`src/rtl/zed_led_driver_if.sv`:
```
// LED driver bundle: shared timing config, per-LED mode/level requests and registered drive.
// Purely combinational wiring; no latency and no backpressure.
interface zed_led_driver_if #(
  parameter int LED_COUNT        = 8,
  parameter int PRESCALE_WIDTH   = 24,
  parameter int PWM_WIDTH        = 8,
  parameter int TICK_COUNT_WIDTH = 8
);
  logic [PRESCALE_WIDTH-1:0]   prescale;
  logic [TICK_COUNT_WIDTH-1:0] blink_ticks;
  logic [TICK_COUNT_WIDTH-1:0] stretch_ticks;
  logic [PWM_WIDTH-1:0]        duty;
  logic [2*LED_COUNT-1:0]      mode;
  logic [LED_COUNT-1:0]        level;
  logic [LED_COUNT-1:0]        led;
  logic                        tick;

  modport master (
    output prescale, blink_ticks, stretch_ticks, duty, mode, level,
    input  led, tick
  );

  modport slave (
    input  prescale, blink_ticks, stretch_ticks, duty, mode, level,
    output led, tick
  );
endinterface

```
`src/rtl/zed_led_driver.sv`:
```
// Per-LED drive (direct / stretch / blink / PWM) from one shared prescaler tick.
// One clock from level to led; always accepts input, no backpressure.
module zed_led_driver #(
  parameter int LED_COUNT        = 8,
  parameter int PRESCALE_WIDTH   = 24,
  parameter int PWM_WIDTH        = 8,
  parameter int TICK_COUNT_WIDTH = 8
) (
  input  logic             i_clock,
  input  logic             i_reset_n,
  zed_led_driver_if.slave  bus
);

  localparam logic [1:0] MODE_DIRECT  = 2'b00;
  localparam logic [1:0] MODE_STRETCH = 2'b01;
  localparam logic [1:0] MODE_BLINK   = 2'b10;
  localparam logic [1:0] MODE_PWM     = 2'b11;

  logic [PRESCALE_WIDTH-1:0]   presc_cnt;
  logic                        tick;
  logic [PWM_WIDTH-1:0]        pwm_cnt;
  logic                        pwm_on;
  logic [TICK_COUNT_WIDTH-1:0] blink_cnt;
  logic                        blink_phase;
  logic [LED_COUNT-1:0]        level_q;
  logic [LED_COUNT-1:0]        rise;
  logic [TICK_COUNT_WIDTH-1:0] stretch_cnt [LED_COUNT];
  logic [LED_COUNT-1:0]        led_next;
  logic [LED_COUNT-1:0]        led_q;

  // >= rather than == so a prescale lowered below the running count still wraps at once.
  always_ff @(posedge i_clock or negedge i_reset_n) begin
    if (!i_reset_n) begin
      presc_cnt <= '0;
      tick      <= 1'b0;
    end else if (presc_cnt >= bus.prescale) begin
      presc_cnt <= '0;
      tick      <= 1'b1;
    end else begin
      presc_cnt <= presc_cnt + PRESCALE_WIDTH'(1);
      tick      <= 1'b0;
    end
  end

  always_ff @(posedge i_clock or negedge i_reset_n) begin
    if (!i_reset_n) begin
      pwm_cnt <= '0;
    end else begin
      pwm_cnt <= pwm_cnt + PWM_WIDTH'(1);
    end
  end

  assign pwm_on = (pwm_cnt < bus.duty);

  always_ff @(posedge i_clock or negedge i_reset_n) begin
    if (!i_reset_n) begin
      blink_cnt   <= '0;
      blink_phase <= 1'b0;
    end else if (tick) begin
      if (blink_cnt >= bus.blink_ticks) begin
        blink_cnt   <= '0;
        blink_phase <= ~blink_phase;
      end else begin
        blink_cnt <= blink_cnt + TICK_COUNT_WIDTH'(1);
      end
    end
  end

  always_ff @(posedge i_clock or negedge i_reset_n) begin
    if (!i_reset_n) begin
      level_q <= '0;
    end else begin
      level_q <= bus.level;
    end
  end

  assign rise = bus.level & ~level_q;

  // A fresh rising edge reloads even when it lands on a tick, so retriggers never lose a tick.
  always_ff @(posedge i_clock or negedge i_reset_n) begin
    if (!i_reset_n) begin
      for (int n = 0; n < LED_COUNT; n++) begin
        stretch_cnt[n] <= '0;
      end
    end else begin
      for (int n = 0; n < LED_COUNT; n++) begin
        if (bus.mode[2*n +: 2] != MODE_STRETCH) begin
          stretch_cnt[n] <= '0;
        end else if (rise[n]) begin
          stretch_cnt[n] <= bus.stretch_ticks;
        end else if (tick && (stretch_cnt[n] != '0)) begin
          stretch_cnt[n] <= stretch_cnt[n] - TICK_COUNT_WIDTH'(1);
        end
      end
    end
  end

  always_comb begin
    led_next = '0;
    for (int n = 0; n < LED_COUNT; n++) begin
      case (bus.mode[2*n +: 2])
        MODE_DIRECT:  led_next[n] = bus.level[n];
        MODE_STRETCH: led_next[n] = bus.level[n] | (stretch_cnt[n] != '0);
        MODE_BLINK:   led_next[n] = bus.level[n] & blink_phase;
        MODE_PWM:     led_next[n] = bus.level[n] & pwm_on;
        default:      led_next[n] = 1'b0;
      endcase
    end
  end

  always_ff @(posedge i_clock or negedge i_reset_n) begin
    if (!i_reset_n) begin
      led_q <= '0;
    end else begin
      led_q <= led_next;
    end
  end

  assign bus.led  = led_q;
  assign bus.tick = tick;

endmodule

```
`src/flat_wrapper.sv`:
```
// flat-port wrapper written by rule: the top's interface ports become plain ports
module zed_led_driver_flat 
#(
  parameter int LED_COUNT        = 8,
  parameter int PRESCALE_WIDTH   = 24,
  parameter int PWM_WIDTH        = 8,
  parameter int TICK_COUNT_WIDTH = 8
)
  (i_clock, i_reset_n, bus_prescale, bus_blink_ticks, bus_stretch_ticks, bus_duty, bus_mode, bus_level, bus_led, bus_tick);
  zed_led_driver_if #(.LED_COUNT(LED_COUNT), .PRESCALE_WIDTH(PRESCALE_WIDTH), .PWM_WIDTH(PWM_WIDTH), .TICK_COUNT_WIDTH(TICK_COUNT_WIDTH)) bus_i ();
  input  logic i_clock;
  input  logic i_reset_n;
  input wire logic [$bits(bus_i.prescale)-1:0] bus_prescale;
  input wire logic [$bits(bus_i.blink_ticks)-1:0] bus_blink_ticks;
  input wire logic [$bits(bus_i.stretch_ticks)-1:0] bus_stretch_ticks;
  input wire logic [$bits(bus_i.duty)-1:0] bus_duty;
  input wire logic [$bits(bus_i.mode)-1:0] bus_mode;
  input wire logic [$bits(bus_i.level)-1:0] bus_level;
  output wire logic [$bits(bus_i.led)-1:0] bus_led;
  output wire logic [$bits(bus_i.tick)-1:0] bus_tick;
  assign bus_i.prescale = bus_prescale;
  assign bus_i.blink_ticks = bus_blink_ticks;
  assign bus_i.stretch_ticks = bus_stretch_ticks;
  assign bus_i.duty = bus_duty;
  assign bus_i.mode = bus_mode;
  assign bus_i.level = bus_level;
  assign bus_led = bus_i.led;
  assign bus_tick = bus_i.tick;
  zed_led_driver #(.LED_COUNT(LED_COUNT), .PRESCALE_WIDTH(PRESCALE_WIDTH), .PWM_WIDTH(PWM_WIDTH), .TICK_COUNT_WIDTH(TICK_COUNT_WIDTH)) u_core (.i_clock(i_clock), .i_reset_n(i_reset_n), .bus(bus_i));
endmodule
```
`config.mk`:
```
export PLATFORM = sky130hd
export DESIGN_NAME = zed_led_driver_flat
export DESIGN_NICKNAME = d
export VERILOG_FILES = /design/src/rtl/zed_led_driver_if.sv /design/src/rtl/zed_led_driver.sv /design/src/flat_wrapper.sv
export SDC_FILE = /design/constraint.sdc
export NUM_CORES = 1
export LEC_CHECK = 0
export ABC_AREA = 1
export CORE_ASPECT_RATIO = 2
export CORE_MARGIN = 1.5
export CORE_UTILIZATION = 30
export CTS_BUF_LIST = sky130_fd_sc_hd__clkbuf_2 sky130_fd_sc_hd__clkbuf_4 sky130_fd_sc_hd__clkbuf_8
export DETAILED_ROUTE_END_ITERATION = 10
export DONT_BUFFER_PORTS = 1
export PLACE_DENSITY_LB_ADDON = 0.1
export SLEW_MARGIN = 10
export SYNTH_ARGS = -nofsm -noshare
export SYNTH_HDL_FRONTEND = slang
export SYNTH_SLANG_ARGS = --single-unit
```
`constraint.sdc`:
```
create_clock -name i_clock -period 1.69 [get_ports i_clock]
set_clock_uncertainty 0.05 [all_clocks]
set_input_delay 0.169 -clock i_clock [delete_from_list [all_inputs] [get_ports i_clock]]
set_output_delay 0.169 -clock i_clock [all_outputs]
set_load 0.01 [all_outputs]
```
==> run_results.csv, run 1 <==
group,metric,value,unit
layout,fin_nets,1405,
placed_design,place_hpwl,19600,um
route,via_count,7882,
power_and_ir_drop,leakagePower,5.20,nW
setup_path,crit_type,"flip-flop to flip-flop",
route,ant_nets,0,
setup_path,arrival,2080,ps
die,rows,86,
clock_network,cts_tree,"done",
die,start_util,30.4,%
route,viasPerCell,4.79,
setup_path,cp-end-kind,"flip-flop",
global_route,antenna_found_initial,3,
layout,drive_above_1_share,19.3,%
die,io_pins,83,
layout,fin_cells,1644,
sta,timing.final.ws_setup,-71.3,ps
power_and_ir_drop,power_density,751,nW/um^2
global_route,grt_pass1_wl,41800,um
sta,hold_ws,-665,ps
global_route,globalRouteOverflowTotal,0,
clock_network,cts_inserted_buffers,17,
sta,min_period,1760,ps
layout,syn2layout_area_growth,26.1,%
placed_design,postPlaceCellArea,9350,um^2
run_status,outcome,"finished, violations left",
global_route,grt_pass1_vias,8199,
global_route,grt_max_degree,123,
hold_path,hp-class,"input port to asynchronous set/reset pin",
die,core_area,27400,um^2
die,die-area,28800,um^2
yosys,netlist.top_cell.by_area,"dfrtp_1",
route,first_pass_iters,5,
clock_network,clock_latency,480,ps
power_and_ir_drop,peakVddDrop,0.000511,V
yosys,syn_avg_cell_area,7.27,um^2
placed_design,io_buffers,0,
die,die_h,239,um
sta,finalMaxSlewViolations,0,
layout,stdcell_area,10500,um^2
yosys,yosys_warnings,0,
sta,setup_viol,25,
sta,max_clock_freq,568,MHz
placed_design,dp_slack,-91.5,ps
yosys,netlist.area_leader.share,36.6,%
setup_path,worstPathRequired,2010,ps
yosys,yosys_register_bits,122,
route,wire_per_inst,16.0,um
clock_network,cts.clk_slew.worst_paths,70,ps
sta,slew_headroom,56.4,%
yosys,syn_inst,1146,
setup_path,start_kind,"flip-flop",
sta,tightest_slew,652,ps
sta,hold_violations,122,
clock_network,clockBufferDepth,2,
route,initialDrtViolationCount,260,
setup_path,reg2reg_depth,9,
sta,rsz0062_at_grt,"yes",
yosys,synth_area,8330,um^2
run_status,violations,"negative hold slack, negative setup slack",
global_route,grt_usage,19.1,%
route,routed_wl,26400,um
route,drcViolationCount,0,
sta,period_share,104,%
power_and_ir_drop,p_total,0.00789,W
placed_design,finalWeightedCongestion,0.848,
yosys,ys_top_cells_by_area,"dfrtp_1 37%, nand2_1 11%, inv_1 7.9%",
setup_path,cp_max_fo,6,
placed_design,place_inst,1568,
clock_network,numClockSinks,122,
clock_network,hold_buffers,33,
job,max-cap-violations,0,
yosys,synth_cell_types,38,
yosys,syn-num-nets,1272,
die,die_x,121,um
yosys,ys_seq_area_share,36.6,%
clock_network,clockRootBuffer,"clkbuf_8",
clock_network,htreeDepth,4,
-- flip-flops by register name, summed over array words and instances (netlist names) --
register            cells
u_core.stretch_cnt     64
u_core.presc_cnt       24
u_core.blink_cnt        8
u_core.bus.led          8
u_core.level_q          8
u_core.pwm_cnt          8
u_core.blink_phase      1
u_core.bus.tick         1
-- worst paths after layout --
kind	startpoint	to	slack, ps
worst max-delay path	u_core.presc_cnt[21]	u_core.presc_cnt[3]	-70
worst min-delay path	i_reset_n	u_core.presc_cnt[2]	-660
worst max register to register	u_core.presc_cnt[21]	u_core.presc_cnt[3]	-70
worst min register to register	u_core.pwm_cnt[7]	u_core.pwm_cnt[7]	440
max in group asynchronous	i_reset_n	u_core.stretch_cnt[1]	2000
min in group i_clock	bus_level[2]	u_core.stretch_cnt[47]	50
-- synthesized netlist by cell type, drive strengths merged --
master     n
a21boi     1
a21o       2
a21oi     39
buf        9
clkbuf     5
clkinv     1
dfrtp    122
ha        52
inv      189
nand2    267
nand3     96
nand3b     7
nand4     38
nor2     138
nor3      12
o2111ai    1
o211a      2
o211ai     5
o21a       3
o21ai     89
o21bai     3
o22ai     25
or2        1
xnor2      8
xor2      31
-- worst max-delay path, stage by stage (launching register included) --
cell	delay, ps
dfrtp_1	410
ha_4	290
nand2_4	50
nor2_4	100
nand4_1	140
inv_1	110
nand2_1	90
nand4_4	170
clkbuf_16	200
nor2_2	40
-- layout by cell type, fill, tap and decap left out, drive strengths merged, types with 38 or more instances in the layout --
cell	instances
nand3	96
ha	52
nor2	138
o21ai	89
nand2	267
dfrtp	122
inv	189
a21oi	39
nand4	38
buf	93
-- per-layer routing --
metal	track usage, %	vias up	share of wire [%]
met5	0	-	0
met4	8.27	0	3.4
met3	3.48	49	2.8
met2	38.8	153	58
met1	18.0	3694	35
li1	-	3986	-
-- metrics by stage --
step	TNS, ps	utilization, %
after floorplan	0	-
after CTS	-1110	37.0
after global placement	-1750	34.1
after global routing	-3730	38.3
after detailed placement	-1990	34.1
final	-1200	38.3
-- logic make-up (layout without fill, tap and decap cells) --
kind of cell               count (synthesis)  after routing  synth area share (%)
buffers and inverters                    204            349                  9.51
DFF                                      122            122                  36.6
AOI/OAI and AO/OA                        170            170                  11.4
other                                      0              1                     0
adders and majority gates                 52             52                  7.81
xor gates and xnor gates                  39             39                  4.10
and+or+nand+nor                          559            559                  30.5
-- report_power, final --
group	internal, W	leakage [nW]	total [W]	switching (W)
clock	0.00148	0.208	0.00273	0.00126
sequential	0.00312	1.60	0.00328	0.000163
combinational	0.000763	3.39	0.00187	0.00111
total	0.00536	5.20	0.00789	0.00253
-- area by class of cell --
| cell class | count | area, um^2 |
|---|---|---|
| antenna | 1 | 2.50 |
| multi-input combinational | 820 | 4790 |
| fill | 2967 | 16900 |
| sequential | 122 | 3050 |
| inverter | 190 | 716 |
| clock buffer | 23 | 304 |
| clock inverter | 8 | 92.6 |
| tap | 352 | 440 |
| timing repair buffer | 128 | 1110 |
-- repair_timing --
item                                    CTS  global route
endpoints found under the hold margin   180           122
endpoints found under the setup margin   25            60
setup buffers                             0             8
gates resized for setup                  15            61
pin swaps                                 1            19
cloned                                    1             2
Note: power is estimated with default switching activity, not from simulation.
==> run 2, diff against run 1 <==
Settings changed: HOLD_SLACK_MARGIN set to 0.1.
==> run 2 against run 1 <==
Net effect: the flow still finishes with violations (negative hold slack, negative setup slack); critical path depth is the same; cell count is the same; worst hold slack is essentially flat; sequential share of layout area is the same.
==> run_results.csv, run 2 (same netlist as run 1, synthesis figures left out) <==
group,metric,value,unit
power_and_ir_drop,peakVddDrop,0.000517,V
clock_network,clockBufferDepth,2,
setup_path,crit_start,"u_core.presc_cnt[21]",
clock_network,clockRootBuffer,"clkbuf_8",
setup_path,cp_top_family,"simple AND/OR/NAND/NOR gates",
layout,fin_nets,1405,
layout,top_regs,"u_core.stretch_cnt: 64 flops, u_core.presc_cnt: 24 flops",
power_and_ir_drop,p_total,0.00790,W
layout,drive_above_1_share,19.3,%
setup_path,reg2reg_slack,-70,ps
route,initialDrtViolationCount,270,
sta,max_clock_freq,568,MHz
clock_network,numClockSinks,122,
clock_network,clock_latency,480,ps
setup_path,arrival,2080,ps
setup_path,start_kind,"flip-flop",
layout,stdcell_area,10500,um^2
die,core_area,27400,um^2
setup_path,crit_type,"flip-flop to flip-flop",
route,drcViolationCount,0,
route,wire_per_inst,15.9,um
layout,syn2layout_area_growth,26.1,%
sta,period_share,104,%
hold_path,hp-class,"input port to asynchronous set/reset pin",
setup_path,worstPathRequired,2010,ps
setup_path,reg2reg_depth,9,
setup_path,cp_max_fo,6,
placed_design,io_buffers,0,
setup_path,cp_cell_sequence,"ha_4, nand2_4, nor2_4, nand4_1, inv_1, nand2_1, nand4_4, clkbuf_16, nor2_2",
setup_path,cp-end-kind,"flip-flop",
clock_network,htreeDepth,4,
die,die_h,239,um
global_route,grt_usage,19.0,%
clock_network,cts.clk_slew.worst_paths,70,ps
route,routed_wl,26200,um
setup_path,timing.rr.start,"u_core.presc_cnt[21]",
setup_path,crit_buf_inv,2,
layout,multiInputGateArea,4790,um^2
power_and_ir_drop,leakagePower,5.20,nW
global_route,grt_pass1_vias,8178,
global_route,antenna_found_initial,3,
sta,timing.final.ws_setup,-69.4,ps
setup_path,critPathSlowestCell,"dfrtp_1",
layout,num-fill-cells,2964,
layout,largest_register,"u_core.stretch_cnt",
layout,largest_register_ffs,64,
route,first_pass_iters,5,
clock_network,cts_tree,"done",
run_status,outcome,"finished, violations left",
global_route,globalRouteOverflowTotal,0,
placed_design,finalWeightedCongestion,0.848,
sta,rsz0062_at_grt,"yes",
sta,finalMaxSlewViolations,0,
layout,final-seq-area,3050,um^2
global_route,grt_max_degree,123,
die,rows,86,
sta,min_period,1760,ps
clock_network,cts_inserted_buffers,17,
sta,hold_ws,-665,ps
die,start_util,30.4,%
setup_path,r2r_end,"u_core.presc_cnt[3]",
setup_path,cpPeakStageDelay,410,ps
sta,slew_headroom,54.0,%
sta,hold_violations,122,
layout,final_cell_mix,"242 x nand2_1, 172 x inv_1, 122 x dfrtp_1, 93 x nor2_1, 91 x nand3_1",
route,via_count,7880,
route,viasPerCell,4.79,
die,die_x,121,um
job,max-cap-violations,0,
sta,setup-tns-final,-1140,ps
placed_design,postPlaceCellArea,9350,um^2
sta,setup_viol,25,
global_route,grt_pass1_wl,41500,um
run_status,violations,"negative hold slack, negative setup slack",
clock_network,hold_buffers,33,
sta,tightest_slew,688,ps
die,io_pins,83,
layout,layout_commonest_cell,"nand2_1",
route,ant_nets,0,
power_and_ir_drop,power_density,751,nW/um^2
placed_design,place_hpwl,19600,um
die,die-area,28800,um^2
[run 2: cell counts in the layout (fill, tap and decap cells not counted)]
Identical to the previous run, type by type.
[run 2: cell type report]
type                    count  share of cell area (%)
clock inverters             8                   0.881
multi-input cells         820                    45.6
inverters                 190                    6.81
clock buffers              23                    2.89
repair buffers            128                    10.5
flip-flops and latches    122                    29.1
well taps                 352                    4.19
diodes                      1                  0.0238
[run 2: what timing repair did]
item                                    in CTS  in global routing
pin swaps                                    1                 19
gates resized for setup                     15                 61
gates cloned                                 1                  2
endpoints found under the setup margin      25                 60
setup buffers                                0                  8
endpoints found under the hold margin      200                122
[run 2: report_power, final]
part	switching, W	internal, W
sequential	0.000162	0.00312
combinational	0.00111	0.000763
clock	0.00126	0.00148
[run 2: how the worst max path moves through the flow]
stage                                 endpoint  slack [ps]  depth (start not counted)
after floorplan           u_core.presc_cnt[10]          80                          9
after global placement    u_core.presc_cnt[10]         -80                          9
after detailed placement  u_core.presc_cnt[14]         -90                          9
after CTS                  u_core.presc_cnt[6]         -50                          9
after global routing       u_core.presc_cnt[1]        -180                         10
final                      u_core.presc_cnt[3]         -70                          9
[run 2: worst register-to-register path, cell delays in order (launching register included)]
cell	delay [ps]
dfrtp_1	410
ha_4	290
nand2_4	50
nor2_4	100
nand4_1	140
inv_1	110
nand2_1	90
nand4_4	170
clkbuf_16	200
nor2_2	40
[run 2: per-layer routing]
metal	GRT usage (%)	up-vias	part of all wire (%)
li1	-	3990	-
met1	17.9	3686	35
met3	3.46	50	2.8
met2	38.5	154	59
met4	8.27	0	3.4
met5	0	-	0
[run 2: stage by stage]
step	worst slack, ps	instances	util (%)	hold WS, ps
3_5_place_dp	-91.5	1568	34.1	-169
5_1_grt	-183	1644	38.3	-708
4_1_cts	-54.7	1633	37.0	-716
3_3_place_gp	-80.8	1568	34.1	-170
2_1_floorplan	84.5	1146	-	-177
6_report	-69.4	1644	38.3	-665
